==> src/rtl/lock_sequencer_if.sv <==
// Board-side signal bundle for the lock sequencer: button/switch inputs and lock status outputs.
interface lock_if #(
    parameter int unsigned CODE_W = 8
);
    logic              ok;
    logic              mode;
    logic [CODE_W-1:0] switch;
    logic              unlocked;
    logic              alarm;
    logic              bad_digit;
    logic              code_changed;
    logic [3:0]        fail_cnt;

    modport master (
        output ok, mode, switch,
        input  unlocked, alarm, bad_digit, code_changed, fail_cnt
    );

    modport slave (
        input  ok, mode, switch,
        output unlocked, alarm, bad_digit, code_changed, fail_cnt
    );
endinterface

==> src/rtl/lock_sequencer.sv <==
// Single-clock digital lock controller: code entry, unlock, code change, lockout and auto-relock.
// Optional macro CONFIRM_CODE_EN: a code change needs two matching mode=1 presses.
module lock_sequencer #(
    parameter int unsigned      CODE_W      = 8,
    parameter logic [CODE_W-1:0] RESET_CODE = CODE_W'(8'h13),
    parameter int unsigned      MAX_TRIES   = 3,
    parameter int unsigned      LOCKOUT_CYC = 1000,
    parameter int unsigned      RELOCK_CYC  = 5000
) (
    input logic   clk,
    input logic   reset,
    lock_if.slave lk
);
    localparam int unsigned NIBBLES  = CODE_W / 4;
    localparam int unsigned LOCK_W   = (LOCKOUT_CYC > 1) ? $clog2(LOCKOUT_CYC) : 1;
    localparam int unsigned RELOCK_W = (RELOCK_CYC > 1) ? $clog2(RELOCK_CYC) : 1;
    localparam logic [LOCK_W-1:0]   LOCK_LAST   = LOCK_W'(LOCKOUT_CYC - 1);
    localparam logic [RELOCK_W-1:0] RELOCK_LAST = RELOCK_W'(RELOCK_CYC - 1);
    localparam logic [3:0]          TRIES       = 4'(MAX_TRIES);

    typedef enum logic [1:0] {
        ST_LOCKED  = 2'd0,
        ST_OPEN    = 2'd1,
        ST_LOCKOUT = 2'd2
    } state_e;

    state_e              state_q, state_d;
    logic [2:0]          sync_q, sync_d;
    logic                ok_pulse_q, ok_pulse_d;
    logic [CODE_W-1:0]   code_q, code_d;
    logic [3:0]          fail_q, fail_d;
    logic [LOCK_W-1:0]   lock_tmr_q, lock_tmr_d;
    logic [RELOCK_W-1:0] relock_tmr_q, relock_tmr_d;
    logic                unlocked_q, unlocked_d;
    logic                alarm_q, alarm_d;
    logic                bad_q, bad_d;
    logic                chg_q, chg_d;
`ifdef CONFIRM_CODE_EN
    logic                pending_q, pending_d;
    logic [CODE_W-1:0]   pending_code_q, pending_code_d;
`endif

    // True when any BCD nibble of the switch value exceeds 9.
    function automatic logic has_bad_digit(input logic [CODE_W-1:0] v);
        logic bad;
        bad = 1'b0;
        for (int i = 0; i < int'(NIBBLES); i++) begin
            if (v[4*i +: 4] > 4'd9) bad = 1'b1;
        end
        return bad;
    endfunction

    // Two-stage synchronizer, history flop, and registered rising-edge pulse.
    always_comb begin
        sync_d     = {sync_q[1:0], lk.ok};
        ok_pulse_d = sync_q[1] & ~sync_q[2];
    end

    always_comb begin
        state_d        = state_q;
        code_d         = code_q;
        fail_d         = fail_q;
        lock_tmr_d     = lock_tmr_q;
        relock_tmr_d   = relock_tmr_q;
        bad_d          = 1'b0;
        chg_d          = 1'b0;
`ifdef CONFIRM_CODE_EN
        pending_d      = pending_q;
        pending_code_d = pending_code_q;
`endif
        case (state_q)
            ST_LOCKED: begin
                if (ok_pulse_q) begin
                    if (has_bad_digit(lk.switch)) begin
                        bad_d = 1'b1;
                    end else if (lk.switch == code_q) begin
                        state_d      = ST_OPEN;
                        fail_d       = 4'd0;
                        relock_tmr_d = '0;
                    end else begin
                        if (fail_q < TRIES) fail_d = fail_q + 4'd1;
                        if (fail_q + 4'd1 >= TRIES) begin
                            state_d    = ST_LOCKOUT;
                            lock_tmr_d = '0;
                        end
                    end
                end
            end
            ST_OPEN: begin
                // A press always beats the relock timeout in the same cycle.
                if (ok_pulse_q) begin
                    relock_tmr_d = '0;
                    if (has_bad_digit(lk.switch)) begin
                        bad_d = 1'b1;
                    end else if (!lk.mode) begin
                        state_d = ST_LOCKED;
`ifdef CONFIRM_CODE_EN
                        pending_d = 1'b0;
`endif
                    end else begin
`ifdef CONFIRM_CODE_EN
                        if (!pending_q) begin
                            pending_d      = 1'b1;
                            pending_code_d = lk.switch;
                        end else begin
                            pending_d = 1'b0;
                            if (lk.switch == pending_code_q) begin
                                code_d = lk.switch;
                                chg_d  = 1'b1;
                            end else begin
                                bad_d = 1'b1;
                            end
                        end
`else
                        code_d = lk.switch;
                        chg_d  = 1'b1;
`endif
                    end
                end else if (relock_tmr_q == RELOCK_LAST) begin
                    state_d = ST_LOCKED;
                end else begin
                    relock_tmr_d = relock_tmr_q + RELOCK_W'(1);
                end
            end
            ST_LOCKOUT: begin
                if (lock_tmr_q == LOCK_LAST) begin
                    state_d = ST_LOCKED;
                    fail_d  = 4'd0;
                end else begin
                    lock_tmr_d = lock_tmr_q + LOCK_W'(1);
                end
            end
            default: begin
                state_d = ST_LOCKED;
            end
        endcase
`ifdef CONFIRM_CODE_EN
        if (state_d != ST_OPEN) pending_d = 1'b0;
`endif
        unlocked_d = (state_d == ST_OPEN);
        alarm_d    = (state_d == ST_LOCKOUT);
    end

    always_ff @(posedge clk or negedge reset) begin
        if (!reset) begin
            state_q        <= ST_LOCKED;
            sync_q         <= '0;
            ok_pulse_q     <= 1'b0;
            code_q         <= RESET_CODE;
            fail_q         <= 4'd0;
            lock_tmr_q     <= '0;
            relock_tmr_q   <= '0;
            unlocked_q     <= 1'b0;
            alarm_q        <= 1'b0;
            bad_q          <= 1'b0;
            chg_q          <= 1'b0;
`ifdef CONFIRM_CODE_EN
            pending_q      <= 1'b0;
            pending_code_q <= '0;
`endif
        end else begin
            state_q        <= state_d;
            sync_q         <= sync_d;
            ok_pulse_q     <= ok_pulse_d;
            code_q         <= code_d;
            fail_q         <= fail_d;
            lock_tmr_q     <= lock_tmr_d;
            relock_tmr_q   <= relock_tmr_d;
            unlocked_q     <= unlocked_d;
            alarm_q        <= alarm_d;
            bad_q          <= bad_d;
            chg_q          <= chg_d;
`ifdef CONFIRM_CODE_EN
            pending_q      <= pending_d;
            pending_code_q <= pending_code_d;
`endif
        end
    end

    assign lk.unlocked     = unlocked_q;
    assign lk.alarm        = alarm_q;
    assign lk.bad_digit    = bad_q;
    assign lk.code_changed = chg_q;
    assign lk.fail_cnt     = fail_q;
endmodule
==> src/flat_wrapper.sv <==
// flat-port wrapper written by rule: the top's interface ports become plain ports
module lock_sequencer_flat 
#(
    parameter int unsigned      CODE_W      = 8,
    parameter logic [CODE_W-1:0] RESET_CODE = CODE_W'(8'h13),
    parameter int unsigned      MAX_TRIES   = 3,
    parameter int unsigned      LOCKOUT_CYC = 1000,
    parameter int unsigned      RELOCK_CYC  = 5000
)
  (clk, reset, lk_ok, lk_mode, lk_switch, lk_unlocked, lk_alarm, lk_bad_digit, lk_code_changed, lk_fail_cnt);
  lock_if #(.CODE_W(CODE_W)) lk_i ();
  input logic clk;
  input logic reset;
  input wire logic [$bits(lk_i.ok)-1:0] lk_ok;
  input wire logic [$bits(lk_i.mode)-1:0] lk_mode;
  input wire logic [$bits(lk_i.switch)-1:0] lk_switch;
  output wire logic [$bits(lk_i.unlocked)-1:0] lk_unlocked;
  output wire logic [$bits(lk_i.alarm)-1:0] lk_alarm;
  output wire logic [$bits(lk_i.bad_digit)-1:0] lk_bad_digit;
  output wire logic [$bits(lk_i.code_changed)-1:0] lk_code_changed;
  output wire logic [$bits(lk_i.fail_cnt)-1:0] lk_fail_cnt;
  assign lk_i.ok = lk_ok;
  assign lk_i.mode = lk_mode;
  assign lk_i.switch = lk_switch;
  assign lk_unlocked = lk_i.unlocked;
  assign lk_alarm = lk_i.alarm;
  assign lk_bad_digit = lk_i.bad_digit;
  assign lk_code_changed = lk_i.code_changed;
  assign lk_fail_cnt = lk_i.fail_cnt;
  lock_sequencer #(.CODE_W(CODE_W), .RESET_CODE(RESET_CODE), .MAX_TRIES(MAX_TRIES), .LOCKOUT_CYC(LOCKOUT_CYC), .RELOCK_CYC(RELOCK_CYC)) u_core (.clk(clk), .reset(reset), .lk(lk_i));
endmodule
==> config.mk <==
export PLATFORM = sky130hd
export DESIGN_NAME = lock_sequencer_flat
export DESIGN_NICKNAME = d
export VERILOG_FILES = /design/src/rtl/lock_sequencer_if.sv /design/src/rtl/lock_sequencer.sv /design/src/flat_wrapper.sv
export SDC_FILE = /design/constraint.sdc
export NUM_CORES = 1
export LEC_CHECK = 0
export BUFFER_PORTS_ARGS = -buffer_cell sky130_fd_sc_hd__buf_2
export CAP_MARGIN = 5
export CORE_MARGIN = 2
export CORE_UTILIZATION = 30
export CTS_CLUSTER_DIAMETER = 80
export CTS_CLUSTER_SIZE = 30
export DETAILED_ROUTE_END_ITERATION = 10
export PLACE_DENSITY = 0.47
export SETUP_SLACK_MARGIN = 0.5
export SYNTH_ARGS = -nofsm -noshare
export SYNTH_HDL_FRONTEND = slang
export SYNTH_SLANG_ARGS = --single-unit
==> constraint.sdc <==
create_clock -name clk -period 1.7 [get_ports clk]
set_input_delay 0.34 -clock clk [delete_from_list [all_inputs] [get_ports clk]]
set_output_delay 0.34 -clock clk [all_outputs]
set_load 0.02 [all_outputs]
[Word level (Yosys, flattened, before mapping)]
Index checks and enable logic that the tools add are counted.
Storage, ports and cells
  flip-flop bits (word level): 45
  input bits: 12
  output and inout bits: 8
  word-level logic and storage cells: 86
Cells by class
  add/subtract/negate cells: 3
  order comparisons: 4
  equality and inequality tests: 16
  muxes and demuxes: 42
  bitwise gates (word level): 3
  reduce and logical (&&, ||, !) cells: 7
Operator list (count)
  $mux W13: 5
  $mux W10: 5
  $pmux W13 S2: 1
  $mux W4: 5
  $pmux W10 S2: 1
  $mux W2: 9
  $add A13 B1 Y13 const B: 1
  $eq A13 B13 Y1 const B: 1
  $mux W1: 13
  $add A10 B1 Y10 const B: 1
  $eq A10 B10 Y1 const B: 1
  $reduce_and A5 Y1: 2
  $eq A8 B8 Y1: 1
  $gt A4 B4 Y1 const B: 2
  $ne A2 B1 Y1 const B: 4
  $pmux W4 S2: 1
  $ne A2 B2 Y1 const B: 3
  $pmux W2 S3: 1
  $reduce_and A6 Y1: 1
  $add A4 B1 Y4 const B: 1
  $eq A2 B1 Y1 const B: 2
  $eq A2 B2 Y1 const B: 2
  $ge A4 B2 Y1 const B: 1
  $lt A4 B2 Y1 const B: 1
  other kinds (8): 10

[Longest topological paths before layout]
Gate-level depths: netlist of run 1.
  depth in word-level cells: 9
  mapped depth: 6
  gate-level depth less buffers: 6

[Least setup slack after synthesis of run 1]
OpenSTA, ideal clock, no wires.
  kind: register -> register
  start: register u_core.fail_q[0] (netlist: u_core.lk.fail_cnt[0])
  end: register u_core.alarm_q (netlist: u_core.lk.alarm)
  setup time: 0.127 ns
  arrival: 1.524 ns
  data required time: 1.573 ns
  setup slack: 0.049 ns
  stages on the path, launching flop included: 6
  buffers on the path: 0
  clock period less this slack: 1.651 ns
  cells stage by stage: dfrtp_1 ha_1 or3_1 a21oi_1 nor4_2 or2_2
Between the ends
  cells in the longest elaborated chain, start to end: 8
Ends and longest elaborated chain
  start: declaration: RTL line lock_sequencer.sv:31  | logic [3:0] fail_q, fail_d;
  start signal: assignment: RTL line lock_sequencer.sv:166  | fail_q <= fail_d;
  $add A4 B1 Y4: RTL line lock_sequencer.sv:82  | if (fail_q + 4'd1 >= TRIES) begin
  $ge A4 B2 Y1: RTL line lock_sequencer.sv:82
  $mux W2: RTL line lock_sequencer.sv:82
  $mux W2: RTL line lock_sequencer.sv:76  | end else if (lk.switch == code_q) begin
  $mux W2: RTL line lock_sequencer.sv:74  | if (has_bad_digit(lk.switch)) begin
  $mux W2: RTL line lock_sequencer.sv:73  | if (ok_pulse_q) begin
  $pmux W2 S3: RTL line lock_sequencer.sv:71  | case (state_q)
  $eq A2 B2 Y1: RTL line lock_sequencer.sv:141  | alarm_d = (state_d == ST_LOCKOUT);
  via u_core.alarm_d: RTL line lock_sequencer.sv:35  | logic alarm_q, alarm_d;
  end signal: assignment: RTL line lock_sequencer.sv:170  | alarm_q <= alarm_d;
  end: declaration: RTL line lock_sequencer.sv:35
The timed path passes the listed nets, and every way through them passes these cells.
A chain may end at the register's enable or synchronous reset.

[Final worst setup path of run 1]
  start: register u_core.code_q[4]
  end: register u_core.lock_tmr_q[0]
Between the ends
  cells in the longest elaborated chain, start to end: 3
Ends and longest elaborated chain
  start: declaration: RTL line lock_sequencer.sv:30  | logic [CODE_W-1:0] code_q, code_d;
  start signal: assignment: RTL line lock_sequencer.sv:165  | code_q <= code_d;
  $eq A8 B8 Y1: RTL line lock_sequencer.sv:76
  $ne A2 B2 Y1 (no source line)
  $reduce_and A6 Y1 (no source line)
  end signal: assignment: RTL line lock_sequencer.sv:167  | lock_tmr_q <= lock_tmr_d;
  end: declaration: RTL line lock_sequencer.sv:32  | logic [LOCK_W-1:0] lock_tmr_q, lock_tmr_d;
Every way passes these cells.

==> metrics.md, run 1 <==
| Metric | Value |
|---|---|
| Post-synthesis sequential area ratio | 48.5% |
| Pleak | 1.50 nW |
| Post-synth top area cell | dfrtp_1 |
| Worst hold path type | in -> reg |
| Detailed Routing Iterations Pass 1 | 4 |
| Worst VDD drop | 0.751 mV |
| Internal power | 0.00256 W |
| Sw Share | 32.2% |
| Highest clock rate | 599 MHz |
| Outcome | finished clean |
| CP delay by family, top | flip-flops |
| First-pass GRT wire length | 8950 um |
| Final Skew | 0.00949 ns |
| Reg power frac | 38.4% |
| Post-synthesis area per instance | 11.2 sq um |
| Max cap viols | 0 |
| Vias per cell | 4.66 |
| Clock Sinks | 45 |
| Setup tns final | 0 ns |
| Hpwl dp | 3530 um |
| Pin count of the biggest net entering global routing | 29 |
| Placed Instances | 357 |
| Fin util | 44.8% |
| H-Tree Depth | 2 |
| Final period utilization | 98.2% |
| # rows | 32 |
| Max FO, Critical Path | 5 |
| FFs w/ async S/R, synth | 100% |
| Combinational share of power | 39.6% |
| Max clock buf depth | 2 |
| Placement Cell Area | 2840 sq um |
| CP startpoint kind | register |
| Worst Path Buf+Inv | 3 |
| I/O Pins | 20 |
| Grt ovf | 0 |
| Number of enable flip-flop cells after synthesis | 0 |
| Dominant cells by area after synthesis | dfrtp_1 45%, mux2_1 4.8%, xnor2_1 4.1% |
| Fillers | 737 |
| CTS Buf Count | 5 |
| Clock slew at reported path FFs | 0.08 ns |
| Netlist cell types | 52 |
| Worst path most repeated cell | buf_4 |
| Core area | 7610 sq um |
| Most common library cells after synthesis | 42 x dfrtp_1, 17 x nand2_1, 11 x nor2_1, 11 x xnor2_1, 10 x mux2_1 |
| Area of the die | 8480 sq um |
| Proportion of layout cells with a drive suffix above 1 | 49.8% |
| Top-area cell type share of the netlist area | 45.2% |
| Rel. slew slack | 75.3% |
| Clock network power share | 22.0% |
| Root Buffer | clkbuf_8 |
| Ant. Diodes | 0 |
| Synth Net Count | 223 |
| Drt initial violations | 43 |
| Pwr per Cell Area | 1110 nW/um^2 |
| Later-pin clock latency in the skew report | 0.29 ns |
| DR vias | 1,804 |
| Synth Register Bits | 45 |
| Unrepaired setup endpoints after global routing | yes |
| Least-Margin Pin Slew | 0.370 ns |
| Design Area, Final | 3410 sq um |
| WS Path Type | reg -> reg |
| Final Hold Fails | 0 |
| CTS tree | built |
| CP endpoint kind | register |
| Crit path cell chain | xnor2_2, nand4_2, nor2_8, buf_4, nor4_2, buf_4, buf_6, o21bai_1 |
| Antenna violations before repair | 0 |
| DRC | 0 |
| Ys Warns | 0 |
| Floorplan die height | 92.1 um |
| WP data required | 1.88 ns |
| Area Growth Syn to Fin | 46.4% |
| Slowest stage delay, CP | 0.56 ns |
| Die Span X | 92.1 um |
| Initial Utilization | 30.6% |
| Net Sw Power | 0.00122 W |
| Slowest-stage cell, CP | dfstp_2 |
| Count leader, synth | dfrtp_1 |
| Arr. time, crit path | 1.85 ns |
| Port Buf Inserts | 19 |
| Routability cong. | 0.720 |
| GRT Overall Usage | 13.1% |
| Nets@finish | 300 |
| Syn Inst Count | 207 |
| Pins Over Slew Limit | 0 |
| Vias in the first global route | 1,872 |
| Mapped Area | 2330 sq um |
| Non-Filler Instances | 387 |
| Prevailing post-synth register cell | dfrtp_1 |
| Total Wirelength | 5040 um |
| Routed Antenna Nets | 0 |
| Wirelength per Cell | 13.0 um |
| Final setup vio count | 0 |
| Min Tclk post-route | 1.67 ns |
per-stage QoR:
step | total power (W) | hold WS (ns) | worst slack, ns
floorplan | 0.00217 | 0.0444 | 0.129
global placement | 0.00264 | 0.327 | -0.0243
detailed placement | 0.00265 | 0.313 | -0.0156
CTS | 0.00376 | 0.136 | 0.0263
global route | 0.00404 | 0.126 | -0.0332
finish | 0.00378 | 0.147 | 0.0298
power groups by stage:
| stage | combinational [W] | sequential [W] | clock, W |
|---|---|---|---|
| floorplan | 0.000652 | 0.00151 | 0 |
| global placement | 0.00119 | 0.00145 | 0 |
| detailed placement | 0.00119 | 0.00145 | 0 |
| CTS | 0.00144 | 0.00145 | 0.000870 |
| global route | 0.00164 | 0.00148 | 0.000920 |
| finish | 0.00150 | 0.00145 | 0.000832 |
registers in the layout, summed over array words and instances, names as in the netlist:
| signal | cells |
|---|---|
| u_core.lk.bad_digit | 1 |
| u_core.lk.code_changed | 1 |
| u_core.lk.fail_cnt | 4 |
| u_core.lk.alarm | 1 |
| u_core.ok_pulse_q | 1 |
| u_core.lk.unlocked | 1 |
| u_core.lock_tmr_q | 10 |
| u_core.relock_tmr_q | 13 |
| u_core.code_q | 8 |
| u_core.sync_q | 3 |
| u_core.state_q | 2 |
cell usage in the layout (no fill, tap or decap), types with 4 or more instances in the layout:
cell type  netlist  final
dfrtp_2          0      5
a31oi_4          0      4
o21ai_2          3      4
nand2b_1         4      4
nand2_1         17     14
xor2_1           8      8
buf_6            0     14
buf_2            3     14
inv_1            5      5
nor2_1          11      6
buf_4            2     43
nand4_1          9      9
nor2_2           1      5
dfrtp_1         42     37
mux2_1          10      7
clkbuf_8         0      6
xnor2_1         11      8
nand3_1          7      6
a21oi_1          9      8
worst register-to-register path, stage by stage, from the launching register on:
cell      delay, ns
dfstp_2        0.56
xnor2_2        0.07
nand4_2        0.14
nor2_8         0.05
buf_4          0.14
nor4_2         0.25
buf_4          0.19
buf_6          0.10
o21bai_1       0.06
kinds of logic (layout without fill, tap and decap cells):
kind of cell | Yosys count | count (layout) | share of synthesized area, %
AO/OA/AOI/OAI | 38 | 38 | 13.2
AND/OR/NAND/NOR | 77 | 78 | 20.8
flip-flops | 45 | 45 | 48.5
adder cells (fa/ha/maj) | 4 | 4 | 2.15
multiplexers | 12 | 12 | 5.70
buffers and inverters | 12 | 89 | 2.42
XOR/XNOR | 19 | 19 | 7.15
cell type report:
cell class                      count  area, sq um  area share (%)
Clock buffer                        7         86.3            2.53
Clock inverter                      1         30.0           0.881
Inverter                            6         22.5           0.661
Multi-Input combinational cell    151         1400            41.0
Sequential cell                    45         1140            33.3
Tap cell                          102          128            3.75
Timing Repair Buffer               75          608            17.8
layer usage:
| metal | share of wire [%] | track usage (%) |
|---|---|---|
| met2 | 51 | 22.1 |
| met3 | 2.0 | 2.47 |
| met4 | 0.91 | 3.36 |
| met5 | 0 | 0 |
| met1 | 46 | 17.3 |
path summary, 6_finish.rpt:
path / slack (ns) / from / to / cells after the start
worst min-delay path: 0.15 / lk_ok / u_core.sync_q[0]$_DFF_PN0_ / 1
worst max-delay path: 0.03 / u_core.code_q[4]$_DFFE_PN1P_ / u_core.lock_tmr_q[0]$_DFFE_PN0P_ / 8
worst max register to register: 0.03 / u_core.code_q[4]$_DFFE_PN1P_ / u_core.lock_tmr_q[0]$_DFFE_PN0P_ / 8
min in group asynchronous: 0.48 / reset / u_core.relock_tmr_q[10]$_DFFE_PN0P_ / 2
max in group asynchronous: 0.71 / reset / u_core.code_q[1]$_DFFE_PN1P_ / 3
worst min register to register: 0.36 / u_core.sync_q[0]$_DFF_PN0_ / u_core.sync_q[1]$_DFF_PN0_ / 0
repair_timing:
item / in CTS / in global routing
cloned: 1 / 0
gates resized for setup: 41 / 18
endpoints found under the setup margin: 44 / 47
pin swaps: 19 / 12
hold buffers: 1 / 0
buffers inserted: 13 / 7
hold endpoints to repair: 9 / 0
(Power assumes the default switching activity.)
==> inputs of run 2 (changes only) <==
PLACE_DENSITY = 0.43   (was 0.47)
==> run 2 against run 1 <==
Final cell count increased by 0.78%; count of clock-buffer cells in the layout down 1; sequential cell count did not move; combinational power up 3%; largest power group unchanged.
==> metrics.md, run 2 (synthesized netlist as in run 1, its figures left out) <==
| Metric | Value |
|---|---|
| H-Tree Depth | 2 |
| Outcome | finished clean |
| Port Buf Inserts | 19 |
| Drt initial violations | 28 |
| Pleak | 1.55 nW |
| WP data required | 1.89 ns |
| Met1 WL | 2430 um |
| Wirelength per Cell | 13.9 um |
| Final Skew | 0.0149 ns |
| Antenna violations before repair | 0 |
| Hpwl dp | 3600 um |
| Pins Over Slew Limit | 0 |
| CP endpoint kind | register |
| CTS Buf Count | 5 |
| GRT Overall Usage | 13.4% |
| Unrepaired setup endpoints after global routing | yes |
| Crit path cell chain | ha_4, or3_4, a21oi_4, nor4_2, buf_4, or2_2 |
| Pin count of the biggest net entering global routing | 25 |
| First-pass GRT wire length | 9000 um |
| Arr. time, crit path | 1.88 ns |
| Hold path start | lk_ok |
| Biggest regs | u_core.relock_tmr_q (13), u_core.lock_tmr_q (10), u_core.code_q (8) |
| Initial Utilization | 30.6% |
| Setup tns final | 0 ns |
| Crit. Startpoint | u_core.lk.fail_cnt[1]$_DFFE_PN0P_ |
| Worst VDD drop | 0.690 mV |
| CTS tree | built |
| DRC | 0 |
| R2r startpoint | u_core.lk.fail_cnt[1]$_DFFE_PN0P_ |
| Max FO, Critical Path | 6 |
| DR vias | 1,852 |
| Highest clock rate | 590 MHz |
| Routability cong. | 0.742 |
| Nets@finish | 303 |
| I/O Pins | 20 |
| Die Span X | 92.1 um |
| Commonest non-fill, non-tap cell in the layout | buf_4 |
| WS Path Type | reg -> reg |
| Pwr per Cell Area | 1120 nW/um^2 |
| Worst hold path type | in -> reg |
| Vias per cell | 4.75 |
| Proportion of layout cells with a drive suffix above 1 | 50.0% |
| Later-pin clock latency in the skew report | 0.31 ns |
| Fillers | 740 |
| Max cap viols | 0 |
| Floorplan die height | 92.1 um |
| Slowest-stage cell, CP | dfrtp_2 |
| Least-Margin Pin Slew | 0.349 ns |
| Final hold slack | 0.136 ns |
| Rel. slew slack | 76.7% |
| Ant. Diodes | 0 |
| Total Wirelength | 5410 um |
| Max clock buf depth | 2 |
| Met2 WL | 2790 um |
| Clock slew at reported path FFs | 0.09 ns |
| Min Tclk post-route | 1.69 ns |
| # rows | 32 |
| CP startpoint kind | register |
| Root Buffer | clkbuf_8 |
| Most frequent cells in the layout | 42 x buf_4, 35 x dfrtp_1, 18 x buf_6 |
| Routed Antenna Nets | 0 |
| Vias in the first global route | 1,882 |
| Grt ovf | 0 |
| Area Growth Syn to Fin | 49.2% |
| Slowest stage delay, CP | 0.44 ns |
| Routed wl met3 | 125 um |
| Max layer used | met4 |
| Final period utilization | 99.7% |
| Max reg flops | 13 |
| Clock Sinks | 45 |
| Area of the die | 8480 sq um |
| Final Hold Fails | 0 |
| Top reg by flops | u_core.relock_tmr_q |
| Detailed Routing Iterations Pass 1 | 4 |
| Core area | 7610 sq um |
| Final setup vio count | 0 |
[run 2: cell count changes in the layout (fill, tap and decap cells not counted), sizes merged]
cell     previous run  this run
o2bb2ai             1         2
buf                73        76
inv                 6         7
clkbuf              8         6
[run 2: final cells by class]
class                           count  area [sq um]  area share, %
Inverter                            6          22.5          0.649
Timing Repair Buffer               77           668           19.2
Clock inverter                      2          41.3           1.19
Clock buffer                        6          82.6           2.38
Sequential cell                    45          1140           32.8
Tap cell                          102           128           3.68
Multi-Input combinational cell    152          1390           40.1
[run 2: worst paths after layout]
check | endpoint | slack, ns | depth (start not counted)
min | u_core.sync_q[0]$_DFF_PN0_ | 0.14 | 1
min in group asynchronous | u_core.relock_tmr_q[12]$_DFFE_PN0P_ | 0.46 | 2
max in group asynchronous | u_core.code_q[0]$_DFFE_PN1P_ | 0.71 | 3
min reg2reg | u_core.sync_q[1]$_DFF_PN0_ | 0.36 | 0
max reg2reg | u_core.state_q[1]$_DFF_PN0_ | 0.006 | 6
max | u_core.state_q[1]$_DFF_PN0_ | 0.006 | 6
[run 2: worst max-delay path: cells and delay by family, from the launching register on]
family	cells	cell delay (ns)
fa+ha+maj	1	0.16
compound gates	1	0.16
simple gates	3	0.67
buf+inv	1	0.15
flops	1	0.44
[run 2: timing repair]
item | in CTS | in global routing
hold buffers | 1 | 0
setup buffers | 11 | 14
gates cloned | 2 | 0
hold endpoints to repair | 11 | 0
setup endpoints to repair | 45 | 47
gates resized for setup | 33 | 34
pin swaps | 24 | 13
[run 2: where the power goes]
part,internal (W),switching (W)
combinational,0.000825,0.000715
clock,0.000489,0.000396
sequential,0.00129,0.000173
total,0.00260,0.00128
[run 2: per-layer routing]
metal	global-route usage, %	up-vias
li1	-	917
met1	16.6	915
met2	23.4	15
met3	2.63	5
met4	4.10	0
met5	0	-
[run 2: stage by stage]
stage	util [%]	instance area (sq um)	cells	power [W]	setup WS (ns)
global route	45.6	3470	390	0.00413	-0.0785
detailed placement	37.0	2820	354	0.00265	-0.0458
CTS	42.4	3220	376	0.00373	0.0332
finish	45.6	3470	390	0.00388	0.00580
global placement	37.0	2820	354	0.00265	-0.0334
floorplan	-	2360	207	0.00217	0.129
